[src/rtl/dmem_arbiter_pkg.sv]
// -----------------------------------------------------------------------------
// dmem_arbiter_pkg
// Shared definitions for the data-memory arbiter:
//   DMEMADDRW / DMEMDATAW : RAM address and data widths
//   CNTW                  : width of the burst beat counter (MAX_BURST <= 15)
//   arb_state_e           : arbiter FSM state encodings
// -----------------------------------------------------------------------------
package dmem_arbiter_pkg;

  localparam int DMEMADDRW = 8;
  localparam int DMEMDATAW = 16;
  localparam int CNTW      = 4;

  typedef enum logic [1:0] {
    ST_IDLE       = 2'b00,
    ST_BURST_CORE = 2'b01,
    ST_BURST_HOST = 2'b10
  } arb_state_e;

endpackage : dmem_arbiter_pkg

[src/rtl/dmem_arbiter_if.sv]
// -----------------------------------------------------------------------------
// dmem_arbiter_if
// Requester-side bus of the data-memory arbiter (core and host ports).
//   master modport : requesters drive req/lock/rw/addr/wdata, observe
//                    gnt/rvalid and the shared read data
//   slave modport  : the arbiter's view of the same signals
// -----------------------------------------------------------------------------
interface dmem_arbiter_if;
  import dmem_arbiter_pkg::*;

  logic                 ipt_core_req;
  logic                 ipt_core_lock;
  logic                 ipt_core_rw;
  logic [DMEMADDRW-1:0] ipt_core_addr;
  logic [DMEMDATAW-1:0] ipt_core_wdata;
  logic                 ipt_host_req;
  logic                 ipt_host_lock;
  logic                 ipt_host_rw;
  logic [DMEMADDRW-1:0] ipt_host_addr;
  logic [DMEMDATAW-1:0] ipt_host_wdata;
  logic                 opt_core_gnt;
  logic                 opt_host_gnt;
  logic                 opt_core_rvalid;
  logic                 opt_host_rvalid;
  logic [DMEMDATAW-1:0] opt_rdata;

  modport master (
    output ipt_core_req, ipt_core_lock, ipt_core_rw, ipt_core_addr, ipt_core_wdata,
    output ipt_host_req, ipt_host_lock, ipt_host_rw, ipt_host_addr, ipt_host_wdata,
    input  opt_core_gnt, opt_host_gnt, opt_core_rvalid, opt_host_rvalid, opt_rdata
  );

  modport slave (
    input  ipt_core_req, ipt_core_lock, ipt_core_rw, ipt_core_addr, ipt_core_wdata,
    input  ipt_host_req, ipt_host_lock, ipt_host_rw, ipt_host_addr, ipt_host_wdata,
    output opt_core_gnt, opt_host_gnt, opt_core_rvalid, opt_host_rvalid, opt_rdata
  );

endinterface : dmem_arbiter_if

[src/rtl/dmem_arbiter_rr_pick2.sv]
// -----------------------------------------------------------------------------
// rr_pick2
// Two-way round-robin pick, purely combinational.
//   i_req_core / i_req_host : requests
//   i_ptr_host              : 1 = host wins a tie, 0 = core wins a tie
//   o_gnt                   : one-hot grant, bit 0 = core, bit 1 = host
// -----------------------------------------------------------------------------
module rr_pick2 (
  input  logic       i_req_core,
  input  logic       i_req_host,
  input  logic       i_ptr_host,
  output logic [1:0] o_gnt
);

  // Single requester always wins; the pointer only settles a tie.
  always_comb begin
    o_gnt = 2'b00;
    if (i_req_core && i_req_host) begin
      o_gnt = i_ptr_host ? 2'b10 : 2'b01;
    end else if (i_req_core) begin
      o_gnt = 2'b01;
    end else if (i_req_host) begin
      o_gnt = 2'b10;
    end else begin
      o_gnt = 2'b00;
    end
  end

endmodule : rr_pick2

[src/rtl/dmem_arbiter.sv]
// -----------------------------------------------------------------------------
// dmem_arbiter
// Arbitrates a single-port data RAM between a core and a host requester.
// Round-robin in IDLE, locked bursts of up to MAX_BURST beats, registered
// RAM command one cycle after the grant, read data returned two cycles after
// the grant with a per-requester rvalid.
//   clk, reset                : clock, synchronous active-high reset
//   t_cs                      : global enable; 0 blocks grants and freezes the FSM
//   bus (slave)               : requester handshake, grants, rvalids, shared rdata
//   opt_arb_to_dram_*         : registered RAM command (en_b active low)
//   ipt_dram_to_arb_rdata     : RAM read data, valid one cycle after the command
// -----------------------------------------------------------------------------
module dmem_arbiter
  import dmem_arbiter_pkg::*;
#(
  parameter int MAX_BURST = 4
) (
  input  logic                 clk,
  input  logic                 reset,
  input  logic                 t_cs,
  dmem_arbiter_if.slave        bus,
  output logic                 opt_arb_to_dram_en_b,
  output logic                 opt_arb_to_dram_rw,
  output logic [DMEMADDRW-1:0] opt_arb_to_dram_addr,
  output logic [DMEMDATAW-1:0] opt_arb_to_dram_wdata,
  input  logic [DMEMDATAW-1:0] ipt_dram_to_arb_rdata
);

  localparam logic [CNTW-1:0] MAX_CNT  = CNTW'(MAX_BURST);
  localparam bit              BURST_EN = (MAX_BURST > 1);

  arb_state_e      r_state;
  arb_state_e      w_state_nxt;
  logic [CNTW-1:0] r_cnt;
  logic [CNTW-1:0] w_cnt_nxt;
  logic [CNTW-1:0] w_cnt_inc;
  logic            r_ptr_host;
  logic            w_ptr_nxt;
  logic [1:0]      w_pick;
  logic            w_gnt_core;
  logic            w_gnt_host;

  logic            r_tag_vld;
  logic            r_tag_host;
  logic            r_core_rvalid;
  logic            r_host_rvalid;

  rr_pick2 u_rr_pick2 (
    .i_req_core (bus.ipt_core_req),
    .i_req_host (bus.ipt_host_req),
    .i_ptr_host (r_ptr_host),
    .o_gnt      (w_pick)
  );

  assign w_cnt_inc = r_cnt + 4'd1;

  // Next-state, counter, pointer and grant decode.
  always_comb begin
    w_state_nxt = r_state;
    w_cnt_nxt   = r_cnt;
    w_ptr_nxt   = r_ptr_host;
    w_gnt_core  = 1'b0;
    w_gnt_host  = 1'b0;
    if (reset || !t_cs) begin
      // Disabled: nothing granted and all arbitration state frozen.
      w_state_nxt = r_state;
    end else begin
      case (r_state)
        ST_IDLE: begin
          w_gnt_core = w_pick[0];
          w_gnt_host = w_pick[1];
          if (w_pick[0]) begin
            w_ptr_nxt = 1'b1;
            if (bus.ipt_core_lock && BURST_EN) begin
              w_state_nxt = ST_BURST_CORE;
              w_cnt_nxt   = 4'd1;
            end else begin
              w_state_nxt = ST_IDLE;
            end
          end else if (w_pick[1]) begin
            w_ptr_nxt = 1'b0;
            if (bus.ipt_host_lock && BURST_EN) begin
              w_state_nxt = ST_BURST_HOST;
              w_cnt_nxt   = 4'd1;
            end else begin
              w_state_nxt = ST_IDLE;
            end
          end else begin
            w_state_nxt = ST_IDLE;
          end
        end
        ST_BURST_CORE: begin
          if (bus.ipt_core_req) begin
            // The beat that reaches the limit (or drops lock) is still granted.
            w_gnt_core = 1'b1;
            w_ptr_nxt  = 1'b1;
            if (!bus.ipt_core_lock || (w_cnt_inc == MAX_CNT)) begin
              w_state_nxt = ST_IDLE;
              w_cnt_nxt   = 4'd0;
            end else begin
              w_cnt_nxt   = w_cnt_inc;
            end
          end else begin
            w_state_nxt = ST_IDLE;
            w_cnt_nxt   = 4'd0;
          end
        end
        ST_BURST_HOST: begin
          if (bus.ipt_host_req) begin
            w_gnt_host = 1'b1;
            w_ptr_nxt  = 1'b0;
            if (!bus.ipt_host_lock || (w_cnt_inc == MAX_CNT)) begin
              w_state_nxt = ST_IDLE;
              w_cnt_nxt   = 4'd0;
            end else begin
              w_cnt_nxt   = w_cnt_inc;
            end
          end else begin
            w_state_nxt = ST_IDLE;
            w_cnt_nxt   = 4'd0;
          end
        end
        default: begin
          w_state_nxt = ST_IDLE;
          w_cnt_nxt   = 4'd0;
        end
      endcase
    end
  end

  // FSM state, beat counter and round-robin pointer registers.
  always_ff @(posedge clk) begin
    if (reset) begin
      r_state    <= ST_IDLE;
      r_cnt      <= 4'd0;
      r_ptr_host <= 1'b0;
    end else begin
      r_state    <= w_state_nxt;
      r_cnt      <= w_cnt_nxt;
      r_ptr_host <= w_ptr_nxt;
    end
  end

  // RAM command register; rw/addr/wdata hold when nothing is granted.
  always_ff @(posedge clk) begin
    if (reset) begin
      opt_arb_to_dram_en_b  <= 1'b1;
      opt_arb_to_dram_rw    <= 1'b1;
      opt_arb_to_dram_addr  <= {DMEMADDRW{1'b0}};
      opt_arb_to_dram_wdata <= {DMEMDATAW{1'b0}};
    end else if (w_gnt_core) begin
      opt_arb_to_dram_en_b  <= 1'b0;
      opt_arb_to_dram_rw    <= bus.ipt_core_rw;
      opt_arb_to_dram_addr  <= bus.ipt_core_addr;
      opt_arb_to_dram_wdata <= bus.ipt_core_wdata;
    end else if (w_gnt_host) begin
      opt_arb_to_dram_en_b  <= 1'b0;
      opt_arb_to_dram_rw    <= bus.ipt_host_rw;
      opt_arb_to_dram_addr  <= bus.ipt_host_addr;
      opt_arb_to_dram_wdata <= bus.ipt_host_wdata;
    end else begin
      opt_arb_to_dram_en_b  <= 1'b1;
    end
  end

  // Two-stage read tag pipeline: stage 1 tracks the command in flight,
  // stage 2 is the rvalid seen by the requester. It never stalls, and
  // reset flushes any read still in flight.
  always_ff @(posedge clk) begin
    if (reset) begin
      r_tag_vld     <= 1'b0;
      r_tag_host    <= 1'b0;
      r_core_rvalid <= 1'b0;
      r_host_rvalid <= 1'b0;
    end else begin
      r_tag_vld     <= (w_gnt_core && bus.ipt_core_rw) || (w_gnt_host && bus.ipt_host_rw);
      r_tag_host    <= w_gnt_host;
      r_core_rvalid <= r_tag_vld && !r_tag_host;
      r_host_rvalid <= r_tag_vld && r_tag_host;
    end
  end

  assign bus.opt_core_gnt    = w_gnt_core;
  assign bus.opt_host_gnt    = w_gnt_host;
  assign bus.opt_core_rvalid = r_core_rvalid;
  assign bus.opt_host_rvalid = r_host_rvalid;
  // RAM data arrives in the rvalid cycle; forced to zero otherwise.
  assign bus.opt_rdata       = (r_core_rvalid || r_host_rvalid) ? ipt_dram_to_arb_rdata
                                                                : {DMEMDATAW{1'b0}};

endmodule : dmem_arbiter
[src/flat_wrapper.sv]
// flat-port wrapper written by rule: the top's interface ports become plain ports
module dmem_arbiter_flat import dmem_arbiter_pkg::*;
#(
  parameter int MAX_BURST = 4
)
  (clk, reset, t_cs, opt_arb_to_dram_en_b, opt_arb_to_dram_rw, opt_arb_to_dram_addr, opt_arb_to_dram_wdata, ipt_dram_to_arb_rdata, bus_ipt_core_req, bus_ipt_core_lock, bus_ipt_core_rw, bus_ipt_core_addr, bus_ipt_core_wdata, bus_ipt_host_req, bus_ipt_host_lock, bus_ipt_host_rw, bus_ipt_host_addr, bus_ipt_host_wdata, bus_opt_core_gnt, bus_opt_host_gnt, bus_opt_core_rvalid, bus_opt_host_rvalid, bus_opt_rdata);
  dmem_arbiter_if bus_i ();
  input  logic clk;
  input  logic reset;
  input  logic t_cs;
  output logic opt_arb_to_dram_en_b;
  output logic opt_arb_to_dram_rw;
  output logic [DMEMADDRW-1:0] opt_arb_to_dram_addr;
  output logic [DMEMDATAW-1:0] opt_arb_to_dram_wdata;
  input  logic [DMEMDATAW-1:0] ipt_dram_to_arb_rdata;
  input wire logic [$bits(bus_i.ipt_core_req)-1:0] bus_ipt_core_req;
  input wire logic [$bits(bus_i.ipt_core_lock)-1:0] bus_ipt_core_lock;
  input wire logic [$bits(bus_i.ipt_core_rw)-1:0] bus_ipt_core_rw;
  input wire logic [$bits(bus_i.ipt_core_addr)-1:0] bus_ipt_core_addr;
  input wire logic [$bits(bus_i.ipt_core_wdata)-1:0] bus_ipt_core_wdata;
  input wire logic [$bits(bus_i.ipt_host_req)-1:0] bus_ipt_host_req;
  input wire logic [$bits(bus_i.ipt_host_lock)-1:0] bus_ipt_host_lock;
  input wire logic [$bits(bus_i.ipt_host_rw)-1:0] bus_ipt_host_rw;
  input wire logic [$bits(bus_i.ipt_host_addr)-1:0] bus_ipt_host_addr;
  input wire logic [$bits(bus_i.ipt_host_wdata)-1:0] bus_ipt_host_wdata;
  output wire logic [$bits(bus_i.opt_core_gnt)-1:0] bus_opt_core_gnt;
  output wire logic [$bits(bus_i.opt_host_gnt)-1:0] bus_opt_host_gnt;
  output wire logic [$bits(bus_i.opt_core_rvalid)-1:0] bus_opt_core_rvalid;
  output wire logic [$bits(bus_i.opt_host_rvalid)-1:0] bus_opt_host_rvalid;
  output wire logic [$bits(bus_i.opt_rdata)-1:0] bus_opt_rdata;
  assign bus_i.ipt_core_req = bus_ipt_core_req;
  assign bus_i.ipt_core_lock = bus_ipt_core_lock;
  assign bus_i.ipt_core_rw = bus_ipt_core_rw;
  assign bus_i.ipt_core_addr = bus_ipt_core_addr;
  assign bus_i.ipt_core_wdata = bus_ipt_core_wdata;
  assign bus_i.ipt_host_req = bus_ipt_host_req;
  assign bus_i.ipt_host_lock = bus_ipt_host_lock;
  assign bus_i.ipt_host_rw = bus_ipt_host_rw;
  assign bus_i.ipt_host_addr = bus_ipt_host_addr;
  assign bus_i.ipt_host_wdata = bus_ipt_host_wdata;
  assign bus_opt_core_gnt = bus_i.opt_core_gnt;
  assign bus_opt_host_gnt = bus_i.opt_host_gnt;
  assign bus_opt_core_rvalid = bus_i.opt_core_rvalid;
  assign bus_opt_host_rvalid = bus_i.opt_host_rvalid;
  assign bus_opt_rdata = bus_i.opt_rdata;
  dmem_arbiter #(.MAX_BURST(MAX_BURST)) u_core (.clk(clk), .reset(reset), .t_cs(t_cs), .bus(bus_i), .opt_arb_to_dram_en_b(opt_arb_to_dram_en_b), .opt_arb_to_dram_rw(opt_arb_to_dram_rw), .opt_arb_to_dram_addr(opt_arb_to_dram_addr), .opt_arb_to_dram_wdata(opt_arb_to_dram_wdata), .ipt_dram_to_arb_rdata(ipt_dram_to_arb_rdata));
endmodule
[config.mk]
export PLATFORM = sky130hd
export DESIGN_NAME = dmem_arbiter_flat
export DESIGN_NICKNAME = d
export VERILOG_FILES = /design/src/rtl/dmem_arbiter_pkg.sv /design/src/rtl/dmem_arbiter_if.sv /design/src/rtl/dmem_arbiter_rr_pick2.sv /design/src/rtl/dmem_arbiter.sv /design/src/flat_wrapper.sv
export SDC_FILE = /design/constraint.sdc
export NUM_CORES = 1
export LEC_CHECK = 0
export BUFFER_PORTS_ARGS = -buffer_cell sky130_fd_sc_hd__buf_2
export CORE_MARGIN = 2
export CORE_UTILIZATION = 44
export DETAILED_ROUTE_END_ITERATION = 16
export PLACE_DENSITY = 0.8
export SETUP_SLACK_MARGIN = 0.5
export SLEW_MARGIN = 0
export SYNTH_ARGS = -nofsm -noshare
export SYNTH_HDL_FRONTEND = slang
export SYNTH_SLANG_ARGS = --single-unit
[constraint.sdc]
create_clock -name clk -period 1.9 [get_ports clk]
set_input_delay 0.285 -clock clk [delete_from_list [all_inputs] [get_ports clk]]
set_output_delay 0.285 -clock clk [all_outputs]
set_load 0.05 [all_outputs]
==> results <==
- The clock arrives with 8.77 ps of skew.
- The peak clock frequency supported by timing is 541 MHz.
- The number of port buffers is 118.
- The detailed router used layers up to and including met4.
- The finished layout cell area is 0.00361 sq mm.
- The congestion estimate from routability-driven global placement came to 0.825.
- The leakage power of the design is 1.61 nW.
- The overall track demand over capacity in global routing is 0.253.
- In this run the power density over the cells is 639 mW/mm^2.
- Setup repair after global routing could not meet its margin everywhere.
- The required arrival time at the worst endpoint is 1620 ps.
- Of the total power, the share spent switching nets is 0.332.
- The combinational group share of total power is 0.307.
- The HPWL after detailed placement is 4.30 mm.
- The number of sinks driven by the clock tree is 37.
- The startpoint identified for the worst hold timing path is bus_ipt_host_rw.
- Across the whole layout, storage elements account for 763 sq um.
- Subtracting the final worst setup slack from the clock period gives 1850 ps.
- The category of the most critical setup path is reg -> out.
- Once placement completed, the tool counted placed cells totaling 388.
- The detailed router put a total of 2.75 mm of wire on met1.
- The internal power is 1.54 mW.
- Yosys printed 0 warnings.
- The tool flagged a number of max-cap violations equal to 0.
- In this run the cell area of the synthesized design comes to 0.00208 sq mm.
- Setup violations remaining at the end of the flow were counted as 0.
- The starting DRC count in detailed routing is 115.
- The signal on the critical path passes through inv_4 -> ha_4 -> a21boi_4 -> o21ai_2 -> nand2b_4 -> clkinvlp_4 -> buf_8.
- The critical-path maximum fanout is 3.
- The fraction of final layout cells sized beyond drive strength 1 is 0.658.
- The later pin in the worst-skew pair is clocked with a latency of 310 ps.
- The cell depth of the worst flop-to-flop path is 9.
- Yosys mapped a number of flops with a built-in enable equal to 0.
- The number of buffers and inverters on the critical path is 3.
- The vertical die dimension is 72.8 um.
- At the pin with the least slew margin, the transition time is 555 ps.
- The share of total power dissipated in the clock network is 0.322.
- The number of nets in the synthesized netlist is 305.
- The switching power of the nets is 0.765 mW.
- The hold violation count in the final report is 0.
- Timing analysis after detailed placement gives a worst setup slack of 118 ps.
- The total via count in the routed design is 2,337.
- The sequential share of the synthesized area is 0.355.
- The relative slew slack is 0.630.
- The largest area contributor in the synthesized netlist is sky130_fd_sc_hd__dfxtp_1.
- The average cell area after synthesis is 9.26 sq um.
- Once layout is complete, the utilization of the core stands at 0.779.
- After detailed routing, the number of remaining DRC violations is 0.
- The reg2reg setup slack is 70 ps.
- The share of synthesized area in the top cell type comes to 0.355.
- After detailed routing, the average wire length per cell comes to 18.0 um.
- The largest stage delay on the critical path is 370 ps.
- The sequential cell fraction of total power is 0.371.
- The number of placement rows is 25.
- The area occupied by multi-input gates is 0.00151 sq mm.
- The highest-delay cell along the critical path is sky130_fd_sc_hd__dfxtp_4.
- In the synthesized netlist the dominant register cell turns out to be sky130_fd_sc_hd__dfxtp_1.
- The endpoint of the worst register-to-register path is u_core.opt_arb_to_dram_wdata[8].
- The tightest min-delay check is of the in -> reg type.
- The final count of pins violating max slew is 0.
- STA classifies the critical path endpoint as an output pin.
- Compared with the post-synthesis result, the final layout area differs by 73.0%.
- At the worst endpoint, the arrival time is 1560 ps.
- The worst setup path is launched from a flip-flop.
- The final worst-path setup slack is 51.1 ps.
- The number of search-and-repair iterations in the first detailed-routing pass is 4.
- The total area inside the core boundary comes to 0.00463 sq mm.
- The clock tree from TritonCTS is yes.
- The number of fillers in the final layout is 277.
- The final cell count without fillers is 419.
- The cell area after placement is 0.00282 sq mm.
- The H-tree was split into 2 levels.
- The summed negative setup slack over all endpoints is 0 ps.
- The cell family contributing the most delay on the critical path is flip-flops.
- The worst hold path stage count is 2.
- The first global-routing pass estimated 10.3 mm of wire.
- The final routed wirelength across all metal layers is 7.55 mm.
- The number of antenna-violating nets in the routed design is 0.
- The I/O pin count is 119.
- The count of distinct cell types in the synthesized netlist is 49.
- The longest clock path from root to sink contains 2 buffers.
- In the final design database the tool counted 444 nets.
- VDD sags by at most 324 uV.
- The amount of wire on met3 after detailed routing is 533 um.
- The end point of the worst hold path is u_core.r_tag_vld.
- Dividing the detail-routed via count by the number of cells gives 5.58.
- The run finished with clean final reports.
- The total overflow left after global routing is 0.
- The initial utilization of the core area, before any placement, comes to 0.450.
- The worst register-to-register path begins at u_core.r_state[0].
- The wire length on met2 is 4.05 mm.
- After synthesis, the share of flip-flops with an asynchronous set or reset is 0.
- The post-synthesis instance total is 225.
- After synthesis, the cell types taking the most area are sky130_fd_sc_hd__dfxtp_1, sky130_fd_sc_hd__o221a_1, sky130_fd_sc_hd__a21oi_1, sky130_fd_sc_hd__nor2b_1, sky130_fd_sc_hd__inv_1.
- The number of antenna violations at the first check in global routing is 0.
- The number of buffers created by CTS is 5.
- The part of the cycle the worst path needs is 0.973.
- The total of flip-flops plus latches after synthesis is 37.
- The buffer cell driving the clock tree root is sky130_fd_sc_hd__clkbuf_8.
- The die is 72.8 um wide.
- The clock-pin slew of the registers on the worst-case setup and hold paths is 80 ps.
- The overall die area is 0.00530 sq mm.
- The pin count of the biggest net entering global routing is 38.
- 0 antenna diodes ended up in the layout.
- The via count of the first global-routing pass is 2,209.
registers in the layout (all words and copies together), names as in the netlist:
register,count
u_core.bus.opt_host_rvalid,1
u_core.r_ptr_host,1
u_core.r_tag_host,1
u_core.opt_arb_to_dram_rw,1
u_core.r_tag_vld,1
u_core.bus.opt_core_rvalid,1
u_core.opt_arb_to_dram_addr,8
u_core.r_cnt,4
u_core.opt_arb_to_dram_en_b,1
u_core.r_state,2
u_core.opt_arb_to_dram_wdata,16
cells in the mapped netlist, types with 2 or more instances:
cell type and count:
sky130_fd_sc_hd__o21ai_0 3, sky130_fd_sc_hd__nor2_1 4, sky130_fd_sc_hd__nand2_1 6, sky130_fd_sc_hd__buf_6 5
sky130_fd_sc_hd__nor2b_1 20, sky130_fd_sc_hd__dfxtp_1 37, sky130_fd_sc_hd__inv_1 33, sky130_fd_sc_hd__clkbuf_1 3
sky130_fd_sc_hd__o21a_1 3, sky130_fd_sc_hd__nor3b_1 2, sky130_fd_sc_hd__buf_2 2, sky130_fd_sc_hd__buf_1 2
sky130_fd_sc_hd__o211a_1 2, sky130_fd_sc_hd__nand2b_1 4, sky130_fd_sc_hd__a21oi_1 31, sky130_fd_sc_hd__nand3_1 5
sky130_fd_sc_hd__o221a_1 20, sky130_fd_sc_hd__mux2i_1 2, sky130_fd_sc_hd__o221a_2 4, sky130_fd_sc_hd__buf_4 2
sky130_fd_sc_hd__ha_1 7
power by group through the flow:
stage | logic (mW) | registers (mW) | clock network, mW
finish | 0.707 | 0.854 | 0.742
global route | 0.743 | 0.860 | 0.775
CTS | 0.617 | 0.849 | 0.744
detailed placement | 0.547 | 0.871 | 0
global placement | 0.541 | 0.870 | 0
floorplan | 0.251 | 1.01 | 0
layout make-up:
cell class | instances | share of cell area
Timing Repair Buffer | 146 | 0.280
Clock buffer | 6 | 0.0229
Inverter | 33 | 0.0368
Tap cell | 54 | 0.0187
Multi-Input combinational cell | 141 | 0.420
Clock inverter | 2 | 0.0104
Sequential cell | 37 | 0.212
cells by family after synthesis:
kind of cell | synth area share
DFF | 0.355
AOI/OAI and AO/OA | 0.336
and+or+nand+nor | 0.149
adders and majority gates | 0.0420
buffers and inverters | 0.107
muxes | 0.00960
worst max-delay path by stage:
stage / end / slack, ps / startpoint / cells after the start
after floorplan: u_core.r_tag_vld / 90 / u_core.r_state[1] / 9
after global placement: bus_opt_core_gnt / 170 / u_core.r_state[0] / 7
after detailed placement: bus_opt_core_gnt / 120 / u_core.r_state[0] / 7
after CTS: bus_opt_core_gnt / 70 / u_core.r_state[0] / 7
after global routing: bus_opt_core_gnt / -2 / u_core.r_state[0] / 7
final: bus_opt_core_gnt / 50 / u_core.r_state[0] / 7
per-stage QoR:
step | total power [mW] | hold slack [ps]
detailed placement | 1.42 | 393
global placement | 1.41 | 388
CTS | 2.21 | 232
finish | 2.30 | 236
floorplan | 1.26 | 379
global route | 2.38 | 239
cell usage in the layout, fill, tap and decap left out, types with 2 or more instances in the layout:
master	netlist	routed
sky130_fd_sc_hd__nand2b_1	4	3
sky130_fd_sc_hd__buf_12	0	2
sky130_fd_sc_hd__dfxtp_4	0	6
sky130_fd_sc_hd__inv_4	0	2
sky130_fd_sc_hd__nor2b_4	0	16
sky130_fd_sc_hd__o221a_1	20	20
sky130_fd_sc_hd__clkbuf_16	0	3
sky130_fd_sc_hd__o211a_1	2	2
sky130_fd_sc_hd__buf_4	2	19
sky130_fd_sc_hd__ha_1	7	2
sky130_fd_sc_hd__a21oi_4	0	3
sky130_fd_sc_hd__o221a_2	4	4
sky130_fd_sc_hd__buf_2	2	100
sky130_fd_sc_hd__o21a_1	3	3
sky130_fd_sc_hd__nand3_1	5	3
sky130_fd_sc_hd__nand2_1	6	5
sky130_fd_sc_hd__nor2b_1	20	4
sky130_fd_sc_hd__buf_6	5	21
sky130_fd_sc_hd__dfxtp_1	37	31
sky130_fd_sc_hd__nand3_2	1	2
sky130_fd_sc_hd__inv_1	33	28
sky130_fd_sc_hd__nor2_1	4	3
sky130_fd_sc_hd__clkbuf_8	0	6
sky130_fd_sc_hd__a21oi_1	31	5
sky130_fd_sc_hd__mux2i_1	2	2
sky130_fd_sc_hd__nand2b_4	1	2
sky130_fd_sc_hd__nor3b_1	2	2
sky130_fd_sc_hd__clkinvlp_4	0	2
sky130_fd_sc_hd__inv_2	0	2
sky130_fd_sc_hd__ha_4	0	5
sky130_fd_sc_hd__o21ai_0	3	3
sky130_fd_sc_hd__a21oi_2	0	23
sky130_fd_sc_hd__o21ai_2	1	2
routing by layer:
layer	up-vias	GRT usage
met5	-	0
met4	0	0.101
met3	20	0.0428
met2	120	0.467
met1	1110	0.286
li1	1087	-
what timing repair did:
action / in CTS / in global routing
setup endpoints to repair: 51 / 52
buffers inserted: 15 / 4
gates resized for setup: 71 / 39
cloned: 1 / 3
pin swaps: 9 / 8
hold buffers: 0 / 0
Power figures use the tool's default switching activity.
